--- src/rtl/ex_mem_skid.sv ---
// ex_mem_skid: two-entry skid buffer between the EX stage and MEM; upstream ready is a pure flop output.
// Optional arithmetic-exception trap path is enabled with `define EX_MEM_EXC_TRAP_EN.
module ex_mem_skid #(
  parameter int unsigned DATA_WIDTH     = 32,
  parameter int unsigned REG_ADDR_WIDTH = 5
) (
  input  logic                      clock,
  input  logic                      reset,
  input  logic                      flush,
  input  logic                      in_valid,
  output logic                      in_ready,
  input  logic [DATA_WIDTH-1:0]     in_result,
  input  logic                      in_overflow,
  input  logic                      in_underflow,
  input  logic [3:0]                in_flag,
  input  logic [DATA_WIDTH-1:0]     in_next_addr,
  input  logic [DATA_WIDTH-1:0]     in_pc,
  input  logic [REG_ADDR_WIDTH-1:0] in_rd,
  input  logic                      in_reg_write,
  input  logic                      in_mem_read,
  input  logic                      in_mem_write,
  output logic                      out_valid,
  input  logic                      out_ready,
  output logic [DATA_WIDTH-1:0]     out_result,
  output logic                      out_overflow,
  output logic                      out_underflow,
  output logic [3:0]                out_flag,
  output logic [DATA_WIDTH-1:0]     out_next_addr,
  output logic [DATA_WIDTH-1:0]     out_pc,
  output logic [REG_ADDR_WIDTH-1:0] out_rd,
  output logic                      out_reg_write,
  output logic                      out_mem_read,
  output logic                      out_mem_write
`ifdef EX_MEM_EXC_TRAP_EN
  ,
  output logic                      exc_valid,
  output logic [DATA_WIDTH-1:0]     exc_epc
`endif
);

  localparam int unsigned FLAG_WIDTH = 4;

  typedef struct packed {
    logic [DATA_WIDTH-1:0]     result;
    logic                      overflow;
    logic                      underflow;
    logic [FLAG_WIDTH-1:0]     flag;
    logic [DATA_WIDTH-1:0]     next_addr;
    logic [DATA_WIDTH-1:0]     pc;
    logic [REG_ADDR_WIDTH-1:0] rd;
    logic                      reg_write;
    logic                      mem_read;
    logic                      mem_write;
  } beat_t;

  typedef enum logic [1:0] {
    ST_EMPTY = 2'd0,
    ST_ONE   = 2'd1,
    ST_FULL  = 2'd2
  } state_e;

  state_e state_q, state_d;
  logic   out_valid_q, out_valid_d;
  logic   in_ready_q, in_ready_d;
  beat_t  out_pl_q, out_pl_d;
  beat_t  skid_pl_q, skid_pl_d;
  beat_t  in_pl;
  logic   accept;
  logic   deliver;

  assign accept  = in_valid & in_ready_q;
  assign deliver = out_valid_q & out_ready;

  // Incoming beat; a faulting arithmetic op must not write back or touch memory when trapping.
  always_comb begin
    in_pl           = '0;
    in_pl.result    = in_result;
    in_pl.overflow  = in_overflow;
    in_pl.underflow = in_underflow;
    in_pl.flag      = in_flag;
    in_pl.next_addr = in_next_addr;
    in_pl.pc        = in_pc;
    in_pl.rd        = in_rd;
    in_pl.reg_write = in_reg_write;
    in_pl.mem_read  = in_mem_read;
    in_pl.mem_write = in_mem_write;
`ifdef EX_MEM_EXC_TRAP_EN
    if (in_overflow | in_underflow) begin
      in_pl.reg_write = 1'b0;
      in_pl.mem_read  = 1'b0;
      in_pl.mem_write = 1'b0;
    end
`endif
  end

  // Occupancy FSM and payload steering; flush wins over any accept/deliver.
  always_comb begin
    state_d   = state_q;
    out_pl_d  = out_pl_q;
    skid_pl_d = skid_pl_q;

    case (state_q)
      ST_EMPTY: begin
        if (accept) begin
          out_pl_d = in_pl;
          state_d  = ST_ONE;
        end
      end
      ST_ONE: begin
        if (accept && deliver) begin
          out_pl_d = in_pl;
        end else if (accept) begin
          skid_pl_d = in_pl;
          state_d   = ST_FULL;
        end else if (deliver) begin
          state_d = ST_EMPTY;
        end
      end
      ST_FULL: begin
        if (deliver) begin
          out_pl_d = skid_pl_q;
          state_d  = ST_ONE;
        end
      end
      default: begin
        state_d = ST_EMPTY;
      end
    endcase

    if (flush) begin
      state_d   = ST_EMPTY;
      out_pl_d  = out_pl_q;
      skid_pl_d = skid_pl_q;
    end

    out_valid_d = (state_d != ST_EMPTY);
    in_ready_d  = (state_d != ST_FULL);
  end

  always_ff @(posedge clock) begin
    if (reset) begin
      state_q     <= ST_EMPTY;
      out_valid_q <= 1'b0;
      in_ready_q  <= 1'b1;
      out_pl_q    <= '0;
      skid_pl_q   <= '0;
    end else begin
      state_q     <= state_d;
      out_valid_q <= out_valid_d;
      in_ready_q  <= in_ready_d;
      out_pl_q    <= out_pl_d;
      skid_pl_q   <= skid_pl_d;
    end
  end

`ifdef EX_MEM_EXC_TRAP_EN
  logic                  exc_valid_q, exc_valid_d;
  logic [DATA_WIDTH-1:0] exc_epc_q, exc_epc_d;

  // One-cycle pulse per accepted faulting beat; EPC held until the next exception.
  always_comb begin
    exc_valid_d = accept & ~flush & (in_overflow | in_underflow);
    exc_epc_d   = exc_epc_q;
    if (exc_valid_d) begin
      exc_epc_d = in_pc;
    end
  end

  always_ff @(posedge clock) begin
    if (reset) begin
      exc_valid_q <= 1'b0;
      exc_epc_q   <= '0;
    end else begin
      exc_valid_q <= exc_valid_d;
      exc_epc_q   <= exc_epc_d;
    end
  end

  assign exc_valid = exc_valid_q;
  assign exc_epc   = exc_epc_q;
`endif

  assign in_ready      = in_ready_q;
  assign out_valid     = out_valid_q;
  assign out_result    = out_pl_q.result;
  assign out_overflow  = out_pl_q.overflow;
  assign out_underflow = out_pl_q.underflow;
  assign out_flag      = out_pl_q.flag;
  assign out_next_addr = out_pl_q.next_addr;
  assign out_pc        = out_pl_q.pc;
  assign out_rd        = out_pl_q.rd;
  assign out_reg_write = out_pl_q.reg_write;
  assign out_mem_read  = out_pl_q.mem_read;
  assign out_mem_write = out_pl_q.mem_write;

endmodule

--- config.mk ---
export PLATFORM = sky130hd
export DESIGN_NAME = ex_mem_skid
export DESIGN_NICKNAME = d
export VERILOG_FILES = /design/src/rtl/ex_mem_skid.sv
export SDC_FILE = /design/constraint.sdc
export NUM_CORES = 1
export LEC_CHECK = 0
export CAP_MARGIN = 40
export CELL_PAD_IN_SITES_DETAIL_PLACEMENT = 1
export CELL_PAD_IN_SITES_GLOBAL_PLACEMENT = 1
export CORE_MARGIN = 4
export CORE_UTILIZATION = 38
export CTS_CLUSTER_SIZE = 40
export DETAILED_ROUTE_END_ITERATION = 10
export GPL_TIMING_DRIVEN = 1
export HOLD_SLACK_MARGIN = 0.15
export PLACE_DENSITY_LB_ADDON = 0.25
export SLEW_MARGIN = 25
export SYNTH_ARGS = -nofsm -noshare
export SYNTH_HDL_FRONTEND = slang
export SYNTH_SLANG_ARGS = --single-unit
--- constraint.sdc ---
create_clock -name clock -period 1.75 [get_ports clock]
set_clock_uncertainty 0.1 [all_clocks]
set_input_delay 0.2625 -clock clock [delete_from_list [all_inputs] [get_ports clock]]
set_output_delay 0.2625 -clock clock [all_outputs]
set_load 0.02 [all_outputs]
==> summary.txt <==
STA
  – Slew Viols, Final: 0
  – Final setup viols: 0
  – RSZ-0062 raised after global routing: no
  – Final setup margin: 0.0743 ns
  – Crit path time final: 1.68 ns
  – Hold Fails Final Rpt: 0
  – Fmax: 0.597 GHz
  – Relative slew slack: a little under three quarters
  – Slew @ Worst Pin: 0.427 ns
  – Hold Slack: 0.233 ns
  – Tcrit/Tclk final: 95.8%

Setup path
  – Cells along the critical path: clkdlybuf4s15_1
  – Worst Path Buf+Inv: 1
  – Crit path launch: in_ready
  – Slowest Stage Delay on Critical Path: approximately 0.42 ns
  – Crit path DAT: roughly 1.3 ns
  – Slowest cell on crit path: dfxtp_1
  – Crit start category: flop
  – Path type of the worst setup path: reg2out
  – Reg-to-Reg Start: state_q[1]
  – R2R depth: 5
  – Req. time, crit path: 1.39 ns
  – CP delay by family, top: flip-flops
  – Reg-to-Reg End: out_result[4]
  – Worst-path fanout max: 5
  – Critical path capture point type: output pin
  – Worst path depth: 1
  – R2R setup slack: 0.14 ns

Place
  – Placed instance area: about 13000 um^2
  – Dpl hpwl: approximately 23000 um
  – Routability Congestion: 0.758
  – Dpl ws: -0.261 ns
  – Port Buffer Count: 226

Synth
  – Cell count after synthesis: between 1000 and 1500
  – Top post-synthesis cells by area: dfxtp_1 45%, mux2i_1 11%, a41oi_1 9.6%, a211oi_1 6.2%, a21oi_1 5.5%
  – Avg Cell Area, Syn: about 9.5 um^2
  – Syn nets: roughly 1200
  – Ys Warns: 0
  – Yosys cell types: 25
  – Flops & latches, synth: approximately 220
  – Top-area cell type share of the netlist area: 44.7%
  – Post-synthesis sequential area ratio: 44.7%
  – Largest area contributor in the netlist: dfxtp_1
  – Mapped Area: around 10000 um^2

Final layout
  – Area Overhead vs Synth: 39.2%
  – Fin area: 14000 um^2
  – Register area: 4490 um^2
  – Footprint of the multi-input gates: between 4000 and 5000 um^2
  – Fillers: ~2800
  – Most common cell after layout, fill and taps aside: dfxtp_1
  – Final nets: 1360
  – Share of cells above drive strength 1: 13.3%
  – Most frequent cells in the layout: 222 x dfxtp_1, 113 x clkdlybuf4s50_1, 111 x nand3_1
  – Layout Utilization: 53.7%

Floorplanning
  – Die area: 29100 um^2
  – DIE WIDTH: 170 um
  – Initial core utilization: 38.6%
  – Site row count: 59
  – Die Span Y: 170 um
  – Std-Cell Core Area: 26000 um^2
  – IO Count: between 200 and 250

Power and ir drop
  – Switching Share: 26.8%
  – Leak Pwr: a little under 0.006 uW
  – Internal: about 9500 uW
  – Comb power frac: between 10% and 20%
  – Peak VDD IR: 604 uV
  – Total power draw: about 13000 uW
  – Pwr dens: 934 nW/um^2
  – Switching power: around 3500 uW
  – Clk network pwr share: 41.0%
  – Sequential share of power: between 40% and 50%

Global routing
  – GR Util All Layers: 22.9%
  – Vias in the first global route: 9978
  – Grt total ovfl: 0
  – Largest net degree at the start of global routing: 74
  – First-pass GRT wire length: between 50000 and 60000 um
  – Initial antenna violation count: 3

Outcome
  – Status: completed

Hold path
  – WHS Path Cells: 3
  – Hold Crit Class: in2reg
  – HP Start: in_next_addr[14]
  – Worst hold path endpoint: skid_pl_q[54]

Detailed routing
  – Final antenna-violating net count: 0
  – DR iter-0 viols: 751
  – Final WL: 35400 um
  – Number of vias per cell: about 6
  – Detailed-route via count: 9665
  – Drt pass-1 iters: 5
  – DRC Markers: 0
  – DR WL/cell: 22.1 um

Clocking
  – # H-tree levels: 1
  – Skew-Pair Late Insertion Delay: 0.52 ns
  – Worst-case clock buffer depth: 3
  – Setup bufs post-CTS: 0
  – Root Buffer: clkbuf_16
  – Total clock sinks: ~220
  – Num CTS Buffers: 26
  – Worst-path clk slew: 0.06 ns
  – CTS tree: done

Job
  – MaxCap Viol Count: 0
[synthesized netlist by cell type]
master and instances:
mux2i_1 110, buf_12 1, o21ai_1 9, inv_1 1, nand2_1 4, a41oi_1 110, o2bb2ai_2 1, a21oi_1 111
a21o_1 4, a21bo_2 1, clkbuf_1 80, buf_2 44, and2_1 1, and4b_1 1, buf_4 7, o21ai_0 101
nand2b_1 1, buf_1 6, a211oi_1 83, nand4b_1 1, and4_1 1, a211oi_2 30, nand3_1 111, buf_6 8
dfxtp_1 224
[cell families (layout without fill, tap and decap cells)]
group	after synthesis	in the layout	share of synthesized area, %
other	0	2	0
buffers and inverters	147	359	7.07
muxes	110	110	11.0
and+or+nand+nor	120	120	6.09
DFF	224	224	44.7
AOI/OAI and AO/OA	450	450	31.1
[power groups by stage]
stage	Sequential, uW	Combinational, uW	Clock [uW]
floorplan	5800	882	0
global placement	5590	2290	0
detailed placement	5600	2340	0
CTS	5480	2220	5460
global route	5510	2360	5690
finish	5480	2200	5350
[how the worst max path moves through the flow]
stage / to / slack, ns
2_1_floorplan: out_next_addr[0] / 0.14
3_3_place_gp: skid_pl_q[64] / -0.16
3_5_place_dp: skid_pl_q[74] / -0.26
4_1_cts: out_valid / 0.001
5_1_grt: in_ready / 0.007
6_report: in_ready / 0.07
[per-stage QoR]
step                cells  TNS [ns]
finish               1600         0
global route         1600         0
CTS                  1597         0
detailed placement   1550    -38.51
global placement     1550    -29.01
floorplan            1051         0
[what timing repair did]
| item | 4_1_cts | 5_1_grt |
|---|---|---|
| setup endpoints to repair | 112 | 22 |
| cloned | 0 | 1 |
| endpoints found under the hold margin | 34 | 0 |
| resized for setup | 112 | 6 |
| hold buffers | 1 | 0 |
[cell type report]
| type | count | share of cell area, % |
|---|---|---|
| sequential | 224 | 32.1 |
| tap | 335 | 3.00 |
| antenna | 2 | 0.0358 |
| inverter | 1 | 0.0358 |
| multi-input combinational | 680 | 35.1 |
| clock buffer | 40 | 5.62 |
| timing repair buffer | 312 | 23.7 |
| clock inverter | 6 | 0.412 |
[registers in the layout, summed over array words and instances, names as in the netlist, 2 cells and up]
signal,flops
out_flag,4
out_next_addr,32
out_pc,32
out_rd,5
out_result,32
skid_pl_q,110
state_q,2
[metal layers]
metal	up-vias	share of wire [%]	GRT usage [%]
met3	54	5.6	3.44
met2	280	50	40.1
li1	4468	-	-
met4	2	2.2	5.76
met1	4861	42	29.7
met5	-	0.025	0
(Power assumes the default switching activity.)
